--- src/rtl/reorder_buffer_mc.sv ---
// In-order retirement buffer: multi-port writeback with operand bypass, dual commit,
// branch verification against the full predicted PC with a registered one-cycle flush.
module reorder_buffer_mc #(
  parameter int DEPTH_BIT    = 4,
  parameter int WB_PORTS     = 2,
  parameter int COMMIT_WIDTH = 2
) (
  input  logic                             clk_in,
  input  logic                             rst_in,
  input  logic                             rdy_in,
  input  logic                             alloc_valid,
  input  logic [1:0]                       alloc_type,
  input  logic [4:0]                       alloc_rd,
  input  logic                             alloc_ready,
  input  logic [31:0]                      alloc_value,
  input  logic [31:0]                      alloc_pred_pc,
  output logic [DEPTH_BIT-1:0]             alloc_id,
  input  logic [WB_PORTS-1:0]              wb_valid,
  input  logic [WB_PORTS*DEPTH_BIT-1:0]    wb_id,
  input  logic [WB_PORTS*32-1:0]           wb_value,
  input  logic [2*DEPTH_BIT-1:0]           q_id,
  output logic [1:0]                       q_ready,
  output logic [63:0]                      q_value,
  output logic                             full,
  output logic                             empty,
  output logic [DEPTH_BIT:0]               count,
  output logic [DEPTH_BIT-1:0]             head_id,
  output logic [COMMIT_WIDTH-1:0]          commit_valid,
  output logic [5*COMMIT_WIDTH-1:0]        commit_rd,
  output logic [DEPTH_BIT*COMMIT_WIDTH-1:0] commit_id,
  output logic [32*COMMIT_WIDTH-1:0]       commit_value,
  output logic                             store_commit,
  output logic                             flush,
  output logic [31:0]                      flush_pc,
  output logic                             halt
);
  localparam int DEPTH = 1 << DEPTH_BIT;
  localparam int CW    = DEPTH_BIT + 1;

  typedef enum logic [1:0] {T_RG = 2'd0, T_ST = 2'd1, T_BR = 2'd2, T_EX = 2'd3} rob_type_e;

  logic [DEPTH_BIT-1:0] head, tail, head1;
  logic [DEPTH-1:0]     busy, ready;
  rob_type_e            typ     [DEPTH];
  logic [4:0]           rd_q    [DEPTH];
  logic [31:0]          value_q [DEPTH];
  logic [31:0]          pred_q  [DEPTH];

  logic [DEPTH_BIT-1:0] wbid  [WB_PORTS];
  logic [31:0]          wbval [WB_PORTS];
  logic [WB_PORTS-1:0]  wb_hit;
  logic                 alloc_fire, c0, c1, mispredict, plain0, plain1;
  logic [1:0]           n_commit;
  logic [DEPTH_BIT-1:0] sid  [2];
  logic [1:0]           fire;
  logic [DEPTH_BIT-1:0] qi;
  logic                 qhit;
  logic [31:0]          qhv;

  always_comb begin
    for (int k = 0; k < WB_PORTS; k++) begin
      wbid[k]   = wb_id[k*DEPTH_BIT +: DEPTH_BIT];
      wbval[k]  = wb_value[k*32 +: 32];
      wb_hit[k] = wb_valid[k] && busy[wbid[k]];
    end
  end

  assign head1      = head + DEPTH_BIT'(1);
  assign full       = (count == CW'(DEPTH));
  assign empty      = (count == '0);
  assign alloc_id   = tail;
  assign head_id    = head;
  assign alloc_fire = rdy_in && alloc_valid && !full && !flush && !halt;
  assign plain0     = (typ[head] == T_RG) || (typ[head] == T_ST);
  assign plain1     = (typ[head1] == T_RG) || (typ[head1] == T_ST);
  assign c0         = rdy_in && !flush && !halt && busy[head] && ready[head];
  // Branches and EX retire alone so the flush/halt decision only ever looks at slot 0.
  assign c1 = (COMMIT_WIDTH > 1) && c0 && busy[head1] && ready[head1] && plain0 && plain1 &&
              !((typ[head] == T_ST) && (typ[head1] == T_ST));
  assign n_commit   = {1'b0, c0} + {1'b0, c1};
  assign mispredict = c0 && (typ[head] == T_BR) && (value_q[head] != pred_q[head]);
  assign store_commit = (c0 && typ[head] == T_ST) || (c1 && typ[head1] == T_ST);

  always_comb begin
    sid[0]       = head;
    sid[1]       = head1;
    fire         = {c1, c0};
    commit_valid = '0;
    commit_rd    = '0;
    commit_id    = '0;
    commit_value = '0;
    for (int k = 0; k < COMMIT_WIDTH; k++) begin
      commit_valid[k]                    = fire[k];
      commit_id[k*DEPTH_BIT +: DEPTH_BIT] = sid[k];
      commit_rd[k*5 +: 5]                = (typ[sid[k]] == T_RG) ? rd_q[sid[k]] : 5'd0;
      commit_value[k*32 +: 32]           = value_q[sid[k]];
    end
  end

  always_comb begin
    q_ready = '0;
    q_value = '0;
    qi      = '0;
    qhit    = 1'b0;
    qhv     = '0;
    for (int j = 0; j < 2; j++) begin
      qi   = q_id[j*DEPTH_BIT +: DEPTH_BIT];
      qhit = 1'b0;
      qhv  = '0;
      for (int k = 0; k < WB_PORTS; k++) begin
        if (wb_hit[k] && (wbid[k] == qi)) begin
          qhit = 1'b1;
          qhv  = wbval[k];
        end
      end
      q_ready[j]         = ready[qi] || qhit;
      q_value[j*32 +: 32] = ready[qi] ? value_q[qi] : (qhit ? qhv : 32'd0);
    end
  end

  always_ff @(posedge clk_in or negedge rst_in) begin
    if (!rst_in) begin
      head     <= '0;
      tail     <= '0;
      count    <= '0;
      busy     <= '0;
      ready    <= '0;
      flush    <= 1'b0;
      flush_pc <= '0;
      halt     <= 1'b0;
    end else if (flush) begin
      head  <= '0;
      tail  <= '0;
      count <= '0;
      busy  <= '0;
      ready <= '0;
      flush <= 1'b0;
    end else if (rdy_in) begin
      for (int k = 0; k < WB_PORTS; k++) begin
        if (wb_hit[k]) ready[wbid[k]] <= 1'b1;
      end
      if (c0) begin
        busy[head]  <= 1'b0;
        ready[head] <= 1'b0;
      end
      if (c1) begin
        busy[head1]  <= 1'b0;
        ready[head1] <= 1'b0;
      end
      if (alloc_fire) begin
        busy[tail]  <= 1'b1;
        ready[tail] <= alloc_ready;
      end
      head  <= head + DEPTH_BIT'(n_commit);
      tail  <= tail + DEPTH_BIT'(alloc_fire);
      count <= count + CW'(alloc_fire) - CW'(n_commit);
      if (mispredict) begin
        flush    <= 1'b1;
        flush_pc <= value_q[head];
      end
      if (c0 && typ[head] == T_EX) halt <= 1'b1;
    end
  end

  // Payload needs no reset: busy/ready gate every observable use of it.
  always_ff @(posedge clk_in) begin
    if (rdy_in && !flush) begin
      for (int k = 0; k < WB_PORTS; k++) begin
        if (wb_hit[k]) value_q[wbid[k]] <= wbval[k];
      end
      if (alloc_fire) begin
        typ[tail]     <= rob_type_e'(alloc_type);
        rd_q[tail]    <= alloc_rd;
        value_q[tail] <= alloc_value;
        pred_q[tail]  <= alloc_pred_pc;
      end
    end
  end
endmodule

--- config.mk ---
export PLATFORM = sky130hd
export DESIGN_NAME = reorder_buffer_mc
export DESIGN_NICKNAME = d
export VERILOG_FILES = /design/src/rtl/reorder_buffer_mc.sv
export SDC_FILE = /design/constraint.sdc
export NUM_CORES = 2
export LEC_CHECK = 0
export CAP_MARGIN = 20
export CORE_UTILIZATION = 36
export CTS_CLUSTER_DIAMETER = 120
export CTS_CLUSTER_SIZE = 20
export DETAILED_ROUTE_END_ITERATION = 6
export PLACE_DENSITY = 0.6
export SYNTH_ARGS = -nofsm -noshare
export SYNTH_HDL_FRONTEND = slang
export SYNTH_SLANG_ARGS = --single-unit
--- constraint.sdc ---
create_clock -name clk_in -period 16.07 [get_ports clk_in]
set_input_delay 3.214 -clock clk_in [delete_from_list [all_inputs] [get_ports clk_in]]
set_output_delay 3.214 -clock clk_in [all_outputs]
set_load 0.01 [all_outputs]
# After elaboration in Yosys (flattened, before gate mapping)
# Memories as Yosys holds them, arrays and structs flattened.
# Index checks and enable logic that the tools add are counted.
# totals
in_bits	158
mem_bits_ro	0
ram_bits	1136
mem_count	4
latchBits	0
reg_bits	79
# memory_table
name	depth	word_bits	rd	rd_ports_with_merged_regs	wr	line	rtl
pred_q	16	32	1	0	1	47	logic [31:0] pred_q [DEPTH];
value_q	16	32	4	0	3	46	logic [31:0] value_q [DEPTH];
rd_q	16	5	2	0	1	45	logic [4:0] rd_q [DEPTH];
typ	16	2	2	0	1	44	rob_type_e typ [DEPTH];
# op_classes
bitwise	10
n_mux	83
n_mul	0
eq_ne	10
n_reduce_logical	45
order_cmp	12
n_addsub	6
shift	0
div	0
# ops
cell	count
16-bit 2-to-1 mux	24
32-bit 2-to-1 mux	8
16-bit AND	4
16-bit bitwise OR	3
4-bit by 5-bit < comparator with 1-bit output, second input constant	7
1-bit binary-select mux with 4-bit select	8
32-bit inequality test	1
16-bit inverter	2
1-bit logical AND	30
1-bit 2-to-1 mux	29
1-bit demux with 4-bit select	5
4-bit by 1-bit >= comparator with 1-bit output, second input constant	5
5-bit 2-to-1 mux	4
16-bit bitwise mux	1
4-bit equality test	4
4-bit 2-to-1 mux	4
3-bit AND reduction	2
5-bit by 1-bit adder with 5-bit output	1
5-bit equality test, second input constant	1
5-bit zero test	1
1-bit logical OR	5
5-bit by 2-bit subtractor with 5-bit output	1
4-bit by 1-bit adder with 4-bit output	1
4-bit by 1-bit adder with 4-bit output, second input constant	1
8 further kinds	14

# Depth between registers and ports, before layout
# depth
ltp_word	24
ltp_mapped	28
ltp_nobuf	21

# Worst setup path after synthesis
# Ideal clock, no wire load.
# synth_timing
kind	in2out
start	input port q_id[0]
end	output port q_value[10]
stages	10
arrival_time_ns	5.642
slack_ns	7.214
cell_sequence	clkbuf_1 > clkbuf_1 > buf_1 > xor2_1 > nor4_1 > nand2_1 > nor2_1 > clkbuf_1 > a22oi_1 > o21ai_0
# synth_via
elab_chain_len	6
word_cells_on_any_way	13
cone_classes	eq/ne (2); mux (8); reduce/logical (2); memory (1)
# synth_lines
element	line	rtl
from (decl)	21	input logic [2*DEPTH_BIT-1:0] q_id,
4-bit equality test	111	if (wb_hit[k] && (wbid[k] == qi)) begin
1-bit logical AND	111	
32-bit 2-to-1 mux / 1-bit 2-to-1 mux (equally long branches) (2 in a row)	111	
32-bit 2-to-1 mux	117	q_value[j*32 +: 32] = ready[qi] ? value_q[qi] : (qhit ? qhv : 32'd0);
32-bit 2-to-1 mux *	117	
to (decl)	23	output logic [63:0] q_value,
# Every way passes the cells marked *; elsewhere a longest branch is shown, timed or not. The select of a mux whose other input is x is not followed.

# Final worst setup path
# layout_timing
start	input port wb_id[4]
end	output port q_value[62]
# layout_via
elab_chain_len	7
word_cells_on_any_way	9
cone_classes	eq/ne (1); mux (6); reduce/logical (2)
# layout_lines
element	line	rtl
from (decl)	19	input logic [WB_PORTS*DEPTH_BIT-1:0] wb_id,
1-bit binary-select mux with 4-bit select	64	wb_hit[k] = wb_valid[k] && busy[wbid[k]];
1-bit 2-to-1 mux (implied by the code)	64	
1-bit logical AND	64	
1-bit logical AND *	111	
32-bit 2-to-1 mux / 1-bit 2-to-1 mux (equally long branches)	111	
32-bit 2-to-1 mux * (2 in a row)	117	
# Marks and branches as above.

==> results.md <==
- Maximum vdd drop: between 100 and 150 uV
- Post-Route WL: about 280 mm
- Pleak: 27.66 nW
- RSZ-0062 raised after global routing: no
- Initial Utilization: 36.35%
- Core Util, Final: roughly two fifths
- DRC: 2
- Violated checks: DRC
- Count of cell types in the netlist: 58
- Synth Area in Adders: 0.3987%
- Reg2Reg Depth: 12
- Fmax: 92.87 MHz
- Launch point of the worst reg-to-reg path: head_id[0]
- Register bit count reported by yosys: 1215
- Placed cell area: 78360 um^2
- DR vias: 50.96k
- Sequential-to-total area share from yosys stat: between 40% and 50%
- Clock share of power: 17.6%
- Clk slew on worst S/H paths: 0.08 ns
- Post-Synth Simple-Gate Area: 4.950%
- Mux cell area share after synthesis: 33.62%
- Most numerous cell in the Yosys netlist: edfxtp_1
- Root Buffer: clkbuf_16
- P_int: between 6 and 7 mW
- DR WL/cell: 36.75 um
- Die area: 204000 um^2
- Die width: 451.7 um
- Hold Path Depth: 1
- Post-route cell area: around 80000 um^2
- Hold Crit Endpoint: flush_pc[1]
- Outcome: finished with violations
- PwrDens: 138.3 nW/um^2
- Synthesized Nets: 5282
- DRT antenna net count: 0
- Maximum clock insertion buffer count: 3
- CP max-delay cell: clkdlybuf4s50_1
- Most used DFF post-synth: edfxtp_1
- Maxcap violations: 0
- Arrival @ worst endpoint: roughly 7.6 ns
- DRT Pass-1 Iters: 7
- Clk Latency, worst-skew pair: roughly 0.73 ns
- Slew HR: between 10% and 20%
- Worst clock skew: 0.04226 ns
- Net Sw Frac: between 30% and 40%
- Synth Area in Compound Gates: 6.968%
- Fin crit period: 10.77 ns
- CP peak stage delay: 0.82 ns
- Post-CTS Resized: 0
- Main combinational cell family by area after synthesis: multiplexers
- Vias/cell: 6.598
- Critical Path RT: 12.86 ns
- Detailed Place HPWL: 158.2 mm
- Largest cells by area after synthesis: edfxtp_1 47%, mux4_2 26%, mux2i_1 7.2%
- CTS Buf Count: slightly above 70
- Place WS: 5.261 ns
- Setup violations, final: 0
- Combinational share of power: 47.3%
- Worst slew pin tran: about 1.3 ns
- Post-synth EDFFs: 1136
- Final Hold Fails: 0
- Yosys warns: 0
- Crit-path max FO: 34
- GP Congestion: 0.8998
- Initial DRC count: 7203
- First-pass GRT wire length: 390.3 mm
- TritonCTS clock tree: built
- I/O pin count: 358
- Reg2Reg Setup Slack: 8.63 ns
- Cell area after synthesis: between 70000 and 80000 um^2
- Async S/R FF share, synth: 6.502%
- Critical-path cell list: clkdlybuf4s50_1 > mux4_2 > mux4_2 > nand2_1 > nor2_4 > buf_4 > nor2_4 > buf_4 > a22oi_1 > o21ai_0 > clkdlybuf4s50_1
- Hold buffer count at cts: 0
- Antenna violations before repair: 43
- Yosys top cell by area: edfxtp_1
- # fillers: 18.42k
- Setup bufs post-CTS: 0
- CP endpoint kind: output port
- CP startpoint kind: primary input
- Share of the synthesized area in the top cell type: 46.86%
- Core Area: approximately 200000 um^2
- Total Routing Usage GR: 27.20%
- Post-synthesis average cell area: approximately 14 um^2
- Final WS setup: 5.302 ns
- Vias in the first global route: 49.19k
- Worst hold-check path type: flop to flop
- Layout cells sized above 1: between 20% and 30%
- Hold path startpoint: flush_pc[1]
- Setup TNS: 0 ns
- Switching component of the power: 4.247 mW
- Largest net degree at the start of global routing: 128
- Xor/xnor share of the synthesized area: 0.6858%
- Die height: 451.7 um
- Port Buf Inserts: ~360
- Post-layout nets: 5181
- Syn Inst Count: 5102
- Tcrit/Tclk final: 67.01%
- Max-slew violation count: 0
- Sequential power share: 35.1%
- WS Path Type: primary input to output port
- Rows: between 150 and 200
- Synth-to-layout area growth: 10.52%
- RR Endpoint: flush_pc[1]
- TritonCTS sink count: 1215
- H-tree depth: 3
- Congestion Overflow GR: 0
- Top post-synthesis cells by count: 1136 x edfxtp_1, 834 x mux4_2, 713 x nand2_1
==> metrics by stage <==
stage	power (mW)	hold WS [ns]	cells
2_1_floorplan	7.039	0.5216	5102
3_3_place_gp	9.177	0.4885	7583
3_5_place_dp	9.202	0.4947	7584
4_1_cts	11.13	0.5133	7703
5_1_grt	11.47	0.5273	7713
6_report	11.13	0.5109	7723
==> flip-flops by register name, summed over array words and instances, names as in the netlist <==
signal and count:
alloc_id 4, busy 16, count 5, flush 1
flush_pc 32, halt 1, head_id 4, pred_q 512
rd_q 80, ready 16, typ 32, value_q 512
==> cell type report <==
cell class / instances / area [um^2] / area share (%)
clock buffers: 109 / 1919 / 2.386
multi-input cells: 3232 / 34390 / 42.75
well taps: 2656 / 3323 / 4.131
repair buffers: 460 / 4463 / 5.547
inverters: 21 / 86.33 / 0.1073
flip-flops and latches: 1215 / 36100 / 44.87
clock inverters: 10 / 123.9 / 0.1540
diodes: 20 / 50.05 / 0.06221
==> metal layers <==
metal	wire length, um	GRT usage (%)	up-vias
li1	-	-	20090
met1	101600	33.53	26410
met2	133600	43.51	3572
met3	29110	6.029	854
met4	19410	16.97	30
met5	185	0	-
==> cells in the final DEF, fill, tap and decap left out, types with 5 or more instances in the layout <==
cell type / instances
edfxtp_1: 1136
mux4_2: 832
nand2_1: 687
o21ai_0: 602
mux2i_1: 522
clkdlybuf4s50_1: 348
a22oi_1: 207
buf_4: 98
dfrtp_1: 77
clkbuf_16: 71
nor2_1: 46
xor2_1: 46
clkbuf_1: 38
mux2_4: 29
nand2_4: 22
nand3_1: 21
diode_2: 20
a21oi_1: 19
ha_1: 19
inv_1: 18
nand4_1: 18
nor2_4: 17
and2_1: 13
a31oi_1: 13
a221oi_1: 11
xnor2_1: 10
nor4_1: 9
buf_12: 9
and3_1: 8
or3_1: 5
nand3_4: 5
inv_6: 5
nand2_2: 5
clkinv_8: 5
==> how the worst max path moves through the flow <==
| stage | cells after the start | to | slack (ns) | start |
|---|---|---|---|---|
| CTS | 11 | q_value[62] | 5.32 | wb_id[4] |
| floorplan | 10 | q_value[10] | 7.21 | q_id[0] |
| detailed placement | 11 | q_value[28] | 5.26 | wb_id[4] |
| finish | 11 | q_value[62] | 5.30 | wb_id[4] |
| global route | 11 | q_value[62] | 5.11 | wb_id[4] |
| global placement | 11 | q_value[28] | 5.41 | wb_id[4] |
==> logic make-up (layout without fill, tap and decap cells) <==
logic type | count (synthesis) | after routing
AOI/OAI and AO/OA | 877 | 877
xor gates and xnor gates | 57 | 57
adders and majority gates | 22 | 22
buffers and inverters | 655 | 600
DFF | 1215 | 1215
muxes | 1388 | 1388
other | 0 | 20
and+or+nand+nor | 888 | 888
==> worst max-delay path, delay by kind of cell <==
kind	cells	cell delay, ns
buf+inv	4	2.23
mux	2	1.05
simple gates	3	0.54
compound gates	2	0.35
==> power groups by stage <==
stage                     Clock, mW  Sequential, mW  Combinational, mW
after detailed placement          0            3.97               5.23
after floorplan                   0            3.90               3.14
after CTS                      1.98            3.90               5.25
final                          1.96            3.91               5.26
after global placement            0            3.96               5.21
after global routing           2.06            3.93               5.48
(Power assumes the default switching activity.)
